==> config.mk <==
export PLATFORM = sky130hd
export DESIGN_NAME = nios_accel_spi_responder
export DESIGN_NICKNAME = d
export VERILOG_FILES = /design/src/rtl/nios_accel_spi_responder.sv
export SDC_FILE = /design/constraint.sdc
export NUM_CORES = 2
export LEC_CHECK = 0
export BUFFER_PORTS_ARGS = -buffer_cell sky130_fd_sc_hd__buf_4
export CAP_MARGIN = 5
export CORE_MARGIN = 5
export CORE_UTILIZATION = 47
export DETAILED_ROUTE_END_ITERATION = 16
export PLACE_DENSITY = 0.65
export SETUP_SLACK_MARGIN = 0.5
export SKIP_LAST_GASP = 1
export SLEW_MARGIN = 40
export SYNTH_ARGS = -nofsm -noshare
export SYNTH_HDL_FRONTEND = slang
export SYNTH_SLANG_ARGS = --single-unit
==> constraint.sdc <==
create_clock -name clk_clk -period 4.1 [get_ports clk_clk]
set_clock_uncertainty 0.2 [all_clocks]
set_input_delay 0.615 -clock clk_clk [delete_from_list [all_inputs] [get_ports clk_clk]]
set_output_delay 0.615 -clock clk_clk [all_outputs]
set_load 0.005 [all_outputs]
==> src/rtl/nios_accel_spi_responder.sv <==
// nios_accel_spi_responder: 3-wire mode-3 SPI responder emulating an accelerometer register map,
// oversampling the SPI pins on clk_clk.
module nios_accel_spi_responder #(
  parameter logic [7:0] DEVID = 8'hE5,
  parameter int SYNC_STAGES = 2
) (
  input  logic        clk_clk,
  input  logic        reset_reset,
  input  logic        spi_sclk,
  input  logic        spi_cs_n,
  input  logic        spi_sdat_i,
  output logic        spi_sdat_o,
  output logic        spi_sdat_oe,
  output logic        spi_int,
  input  logic [15:0] sample_x,
  input  logic [15:0] sample_y,
  input  logic [15:0] sample_z,
  input  logic        sample_valid
);
  typedef enum logic [2:0] {IDLE, CMD, WDATA, RDATA, IGNORE} state_t;
  state_t state_q, state_d;
  logic [SYNC_STAGES:0] sclk_q, cs_q, sdat_q, start_q;
  logic [2:0] bit_cnt_q;
  logic [6:0] rx_q;
  logic [7:0] sout_q;
  logic [5:0] addr_q, addr_nxt;
  logic mb_q, fresh_q, drive_q, rd_sample_q, pend_q, int_q;
  logic [47:0] pend_data_q, smp;
  logic [7:0] regs_q [64];
  logic [7:0] rx_byte;
  logic sclk_rise, sclk_fall, cs_rise, cs_fall, byte_done, in_frame, smp_wr;
  function automatic logic is_sample(input logic [5:0] a);
    return a >= 6'h32 && a <= 6'h37;
  endfunction
  function automatic logic writable(input logic [5:0] a);
    return a != 6'h00 && a != 6'h30 && !is_sample(a);
  endfunction
  function automatic logic [7:0] rd_reg(input logic [5:0] a);
    return a == 6'h00 ? DEVID : regs_q[a];
  endfunction
  // the top flop of each chain is the previous synchronized value, used for edge detection
  assign sclk_rise = sclk_q[SYNC_STAGES-1] & ~sclk_q[SYNC_STAGES];
  assign sclk_fall = ~sclk_q[SYNC_STAGES-1] & sclk_q[SYNC_STAGES];
  assign cs_rise = cs_q[SYNC_STAGES-1] & ~cs_q[SYNC_STAGES];
  assign cs_fall = ~cs_q[SYNC_STAGES-1] & cs_q[SYNC_STAGES];
  // data taken one flop later than sclk; the master holds it stable for several clk cycles around the rise
  assign rx_byte = {rx_q, sdat_q[SYNC_STAGES]};
  assign byte_done = sclk_rise && bit_cnt_q == 3'd7 && !cs_rise;
  assign addr_nxt = addr_q + 6'd1;
  assign in_frame = !cs_q[SYNC_STAGES-1] || state_q != IDLE;
  assign smp_wr = !in_frame && (sample_valid || pend_q);
  assign smp = sample_valid ? {sample_z, sample_y, sample_x} : pend_data_q;
  assign spi_sdat_oe = state_q == RDATA && drive_q && !cs_rise;
  assign spi_sdat_o = spi_sdat_oe & sout_q[7];
  assign spi_int = int_q;
  always_comb begin
    state_d = state_q;
    case (state_q)
      IDLE:         if (cs_fall) state_d = start_q[0] ? IGNORE : CMD;
      CMD:          if (byte_done) state_d = rx_byte[7] ? RDATA : WDATA;
      WDATA, RDATA: if (byte_done && !mb_q) state_d = IGNORE;
      default:      state_d = state_q;
    endcase
    if (cs_rise) state_d = IDLE;
  end
  always_ff @(posedge clk_clk) begin
    if (reset_reset) begin
      sclk_q <= '1;
      cs_q <= '1;
      sdat_q <= '0;
      start_q <= '1;
      state_q <= IDLE;
      bit_cnt_q <= 3'd0;
      rx_q <= 7'd0;
      sout_q <= 8'd0;
      addr_q <= 6'd0;
      mb_q <= 1'b0;
      fresh_q <= 1'b0;
      drive_q <= 1'b0;
      rd_sample_q <= 1'b0;
      pend_q <= 1'b0;
      int_q <= 1'b0;
      pend_data_q <= 48'd0;
      regs_q <= '{default: 8'h00};
    end else begin
      sclk_q <= {sclk_q[SYNC_STAGES-1:0], spi_sclk};
      cs_q <= {cs_q[SYNC_STAGES-1:0], spi_cs_n};
      sdat_q <= {sdat_q[SYNC_STAGES-1:0], spi_sdat_i};
      // a CS_N fall seen while this mask drains means CS_N was already low at reset release
      start_q <= start_q >> 1;
      state_q <= state_d;
      int_q <= (|(regs_q[6'h30] & regs_q[6'h2E])) ^ regs_q[6'h31][5];
      if (sclk_rise) begin
        rx_q <= rx_byte[6:0];
        bit_cnt_q <= bit_cnt_q + 3'd1;
      end
      if (state_q == IDLE) begin
        bit_cnt_q <= 3'd0;
        rd_sample_q <= 1'b0;
        drive_q <= 1'b0;
      end
      if (state_q == CMD && byte_done) begin
        addr_q <= rx_byte[5:0];
        mb_q <= rx_byte[6];
        sout_q <= rd_reg(rx_byte[5:0]);
        fresh_q <= 1'b1;
      end
      if (state_q == RDATA && sclk_fall) begin
        drive_q <= 1'b1;
        fresh_q <= 1'b0;
        if (!fresh_q) sout_q <= {sout_q[6:0], 1'b0};
      end
      if (state_q == RDATA && byte_done) begin
        if (is_sample(addr_q)) rd_sample_q <= 1'b1;
        addr_q <= addr_nxt;
        sout_q <= rd_reg(addr_nxt);
        fresh_q <= 1'b1;
      end
      if (state_q == WDATA && byte_done) begin
        addr_q <= addr_nxt;
        if (writable(addr_q)) regs_q[addr_q] <= rx_byte;
      end
      if (cs_rise && rd_sample_q) regs_q[6'h30][7] <= 1'b0;
      if (in_frame && sample_valid) begin
        pend_q <= 1'b1;
        pend_data_q <= {sample_z, sample_y, sample_x};
      end
      // placed after the DATA_READY clear so that a commit in the same cycle wins
      if (smp_wr) begin
        pend_q <= 1'b0;
        regs_q[6'h32] <= smp[7:0];
        regs_q[6'h33] <= smp[15:8];
        regs_q[6'h34] <= smp[23:16];
        regs_q[6'h35] <= smp[31:24];
        regs_q[6'h36] <= smp[39:32];
        regs_q[6'h37] <= smp[47:40];
        regs_q[6'h30][7] <= 1'b1;
      end
    end
  end
endmodule

==> impl_metrics.toml <==
[power]
power_density_nw_per_um2 = 369
p_sw_w = 0.00300
netSwitchingFraction_pct = 23.2
combPwrFrac_pct = 3.4
p_int_w = 0.00992
vdd_ir_drop_max_mv = 0.307
pwr-share-seq_pct = 46.5
power_frac_clock_pct = 50.1
cellLeakagePower_nw = 11.1
total_power_w = 0.0129

[job]
cap_violations = 0

[route]
met1Wirelength_um = 44000
met3_length_um = 10300
viasPerCell = 6.44
drt-wirelength-per-cell_um = 25.0
drt_wl_total_um = 108000
top_layer = "met5"
antenna_left = 0
drc = 0
vias = 27797
met2WireLength_um = 48400
firstDrtPassIters = 6
drtIter0Drc = 3572

[floorplanning]
io_pins = 57
die_h_um = 268
initial_utilization_pct = 47.4
num_rows = 94
core_um2 = 65900
dieArea_um2 = 71700
die_w_um = 268

[clock_network]
clock_sinks = 605
clockRootBuffer = "clkbuf_16"
cts_buffer_depth = 3
cts_buffers = 69
cts_max_level = 3
cts_setup_buffers = 0
tritoncts = "built"
clkTransAtPathRegs_ps = 60
clk_latency_ps = 640

[grt]
grt_pass1_wl_um = 164000
grt_pass1_vias = 25821
grt-ovfl-total = 0
gr-usage-all-layers_pct = 29.3
antenna_found_initial = 1
grt_max_degree = 173

[timing]
rsz0062_at_grt = "true"
fin_crit_sh_pct = 84.4
drv_slew = 0
slew_headroom_pct = 38.7
whs_ps = 23.7
tightest_slew_ps = 919
final.setup.tns_ps = 0
setup_viol_count_final = 0
fmax_mhz = 289
hold_violations = 0
min_period_ps = 3460

[setup_path]
cp_max_fo = 67
crit_type = "flip-flop to flip-flop"
worstPathRequired_ps = 4370
critPathCaptureType = "flip-flop"
critPathLaunchType = "flip-flop"
critPathArrivalTime_ps = 3730

[logic_synthesis]
synth-seq-cells = 605
synth.distinct_cells = 68
synthFlopType = "dfxtp_1"
synthesis.area_um2 = 31200
synth_edf_count = 0
yosys_warnings = 0
ys_seq_area_share_pct = 38.8
async_flop_share_pct = 0
postSynthAreaPerCell_um2 = 8.96
synth_fp_nets = 3542
syn_inst = 3483

[layout]
drive_gt1_share_pct = 18.2
nNetsFinal = 3452
syn_to_final_growth_pct = 12.1
fin_area_um2 = 35000
fin_util_pct = 53.1

[placed_design]
routabilityCongestion = 0.934
portBuffers = 56
dp_hpwl_um = 69700
dpl-instance-area_um2 = 32500

[hold_path]
hold_path_class = "input pin to flip-flop"

[status]
status = "completed"
==> layout by cell type, fill, tap and decap left out, types with 9 or more instances in the layout <==
cell type / n
nand2_1: 672
dfxtp_1: 595
a21oi_1: 537
mux4_2: 256
o21ai_0: 239
nand3_1: 209
nor2_1: 149
buf_4: 149
mux2i_1: 134
clkbuf_16: 70
a211oi_1: 61
buf_12: 22
nor3_1: 20
nor2_2: 20
nor2b_1: 19
o22ai_1: 17
clkbuf_8: 17
clkbuf_1: 15
nand2b_1: 11
a31oi_1: 11
a221oi_1: 11
a2111oi_0: 11
mux2_2: 10
clkinv_2: 10
and2_1: 9
nand2_2: 9
or2_2: 9
nand4_1: 9
==> sequential cells by signal, indices dropped and copies added, names as in the netlist <==
register	flops
mb_q	1
rd_sample_q	1
rx_q	7
regs_q	512
sclk_q	3
sdat_q	3
pend_q	1
state_q	3
addr_q	6
drive_q	1
cs_q	3
pend_data_q	48
sout_q	8
fresh_q	1
start_q	3
bit_cnt_q	3
spi_int	1
==> metrics by stage <==
step	std cells	setup slack [ps]
after floorplan	3483	783
after detailed placement	4183	441
after global placement	4182	398
final	4314	640
after global routing	4313	492
after CTS	4312	475
==> critical path, stage by stage (launching register included) <==
cell and delay (ps):
dfxtp_4 370, buf_16 390, ha_1 310, nand2b_1 160, nand2_4 320, buf_4 340, mux2i_1 440, o22ai_1 150
o41ai_1 480, a311oi_1 120
==> what timing repair did <==
item	in CTS	in global routing
resized for setup	2	6
setup endpoints to repair	9	158
hold endpoints to repair	2	0
hold buffers	2	0
==> cell usage after synthesis, drive strengths merged (3+ instances only) <==
master	number	area, um^2
nand2	682	2580
dfxtp	605	12100
a21oi	537	2690
mux4	256	5770
o21ai	239	1200
clkbuf	220	826
nand3	215	1090
nor2	170	676
mux2i	134	1340
buf	117	636
a211oi	61	458
nor3	26	146
nor2b	19	119
o22ai	17	106
nand2b	12	82.6
a2111oi	11	96.3
a221oi	11	96.3
a31oi	11	68.8
and2	11	68.8
nor4	11	114
mux2	10	113
or2	10	62.6
nand4	9	56.3
xnor2	9	78.8
inv	7	26.3
o2111ai	7	61.3
a22oi	6	45.0
a311oi	6	52.6
or3	6	37.5
ha	5	62.6
and3	4	25.0
o41ai	4	35.0
clkinv	3	11.3
nand3b	3	22.5
nor3b	3	22.5
o32ai	3	26.3
==> power groups by stage <==
stage	Combinational [W]	Clock, W	Sequential [W]
floorplan	0.000310	0	0.00611
global placement	0.000433	0	0.00614
detailed placement	0.000440	0	0.00614
CTS	0.000443	0.00654	0.00601
global route	0.000484	0.00681	0.00601
finish	0.000445	0.00647	0.00601
==> cell type report <==
class	instances	area [um^2]
fill	6061	30900
multi-input combinational	2531	17700
sequential	605	12100
clock buffer	102	2040
timing repair buffer	176	1630
tap	864	1080
clock inverter	25	330
inverter	10	37.5
antenna	1	2.50
==> routing by layer <==
layer / vias up / GRT usage, %
met2: 1484 / 44.5
met5: - / 0
met4: 2 / 12.7
li1: 12452 / -
met3: 266 / 5.95
met1: 13593 / 41.0
==> logic make-up after synthesis <==
kind of cell               after synthesis  synth area share, %
AOI/OAI and AO/OA                      931                 16.3
xor gates and xnor gates                10                0.281
adders and majority gates                5                0.200
buffers and inverters                  347                 4.80
DFF                                    605                 38.8
muxes                                  400                 23.1
and+or+nand+nor                       1185                 16.5
==> worst paths after layout <==
path         slack, ps  cells after the start                    end              startpoint
max                640                      9   sout_q[2]$_SDFF_PP0_  addr_q[0]$_SDFFE_PP0P_
min                 20                      2   sdat_q[0]$_SDFF_PP0_              spi_sdat_i
max reg2reg        640                      9   sout_q[2]$_SDFF_PP0_  addr_q[0]$_SDFFE_PP0P_
min reg2reg        210                      1  start_q[1]$_SDFF_PP1_      start_q[2]$_DFF_P_
Power figures use the tool's default switching activity.
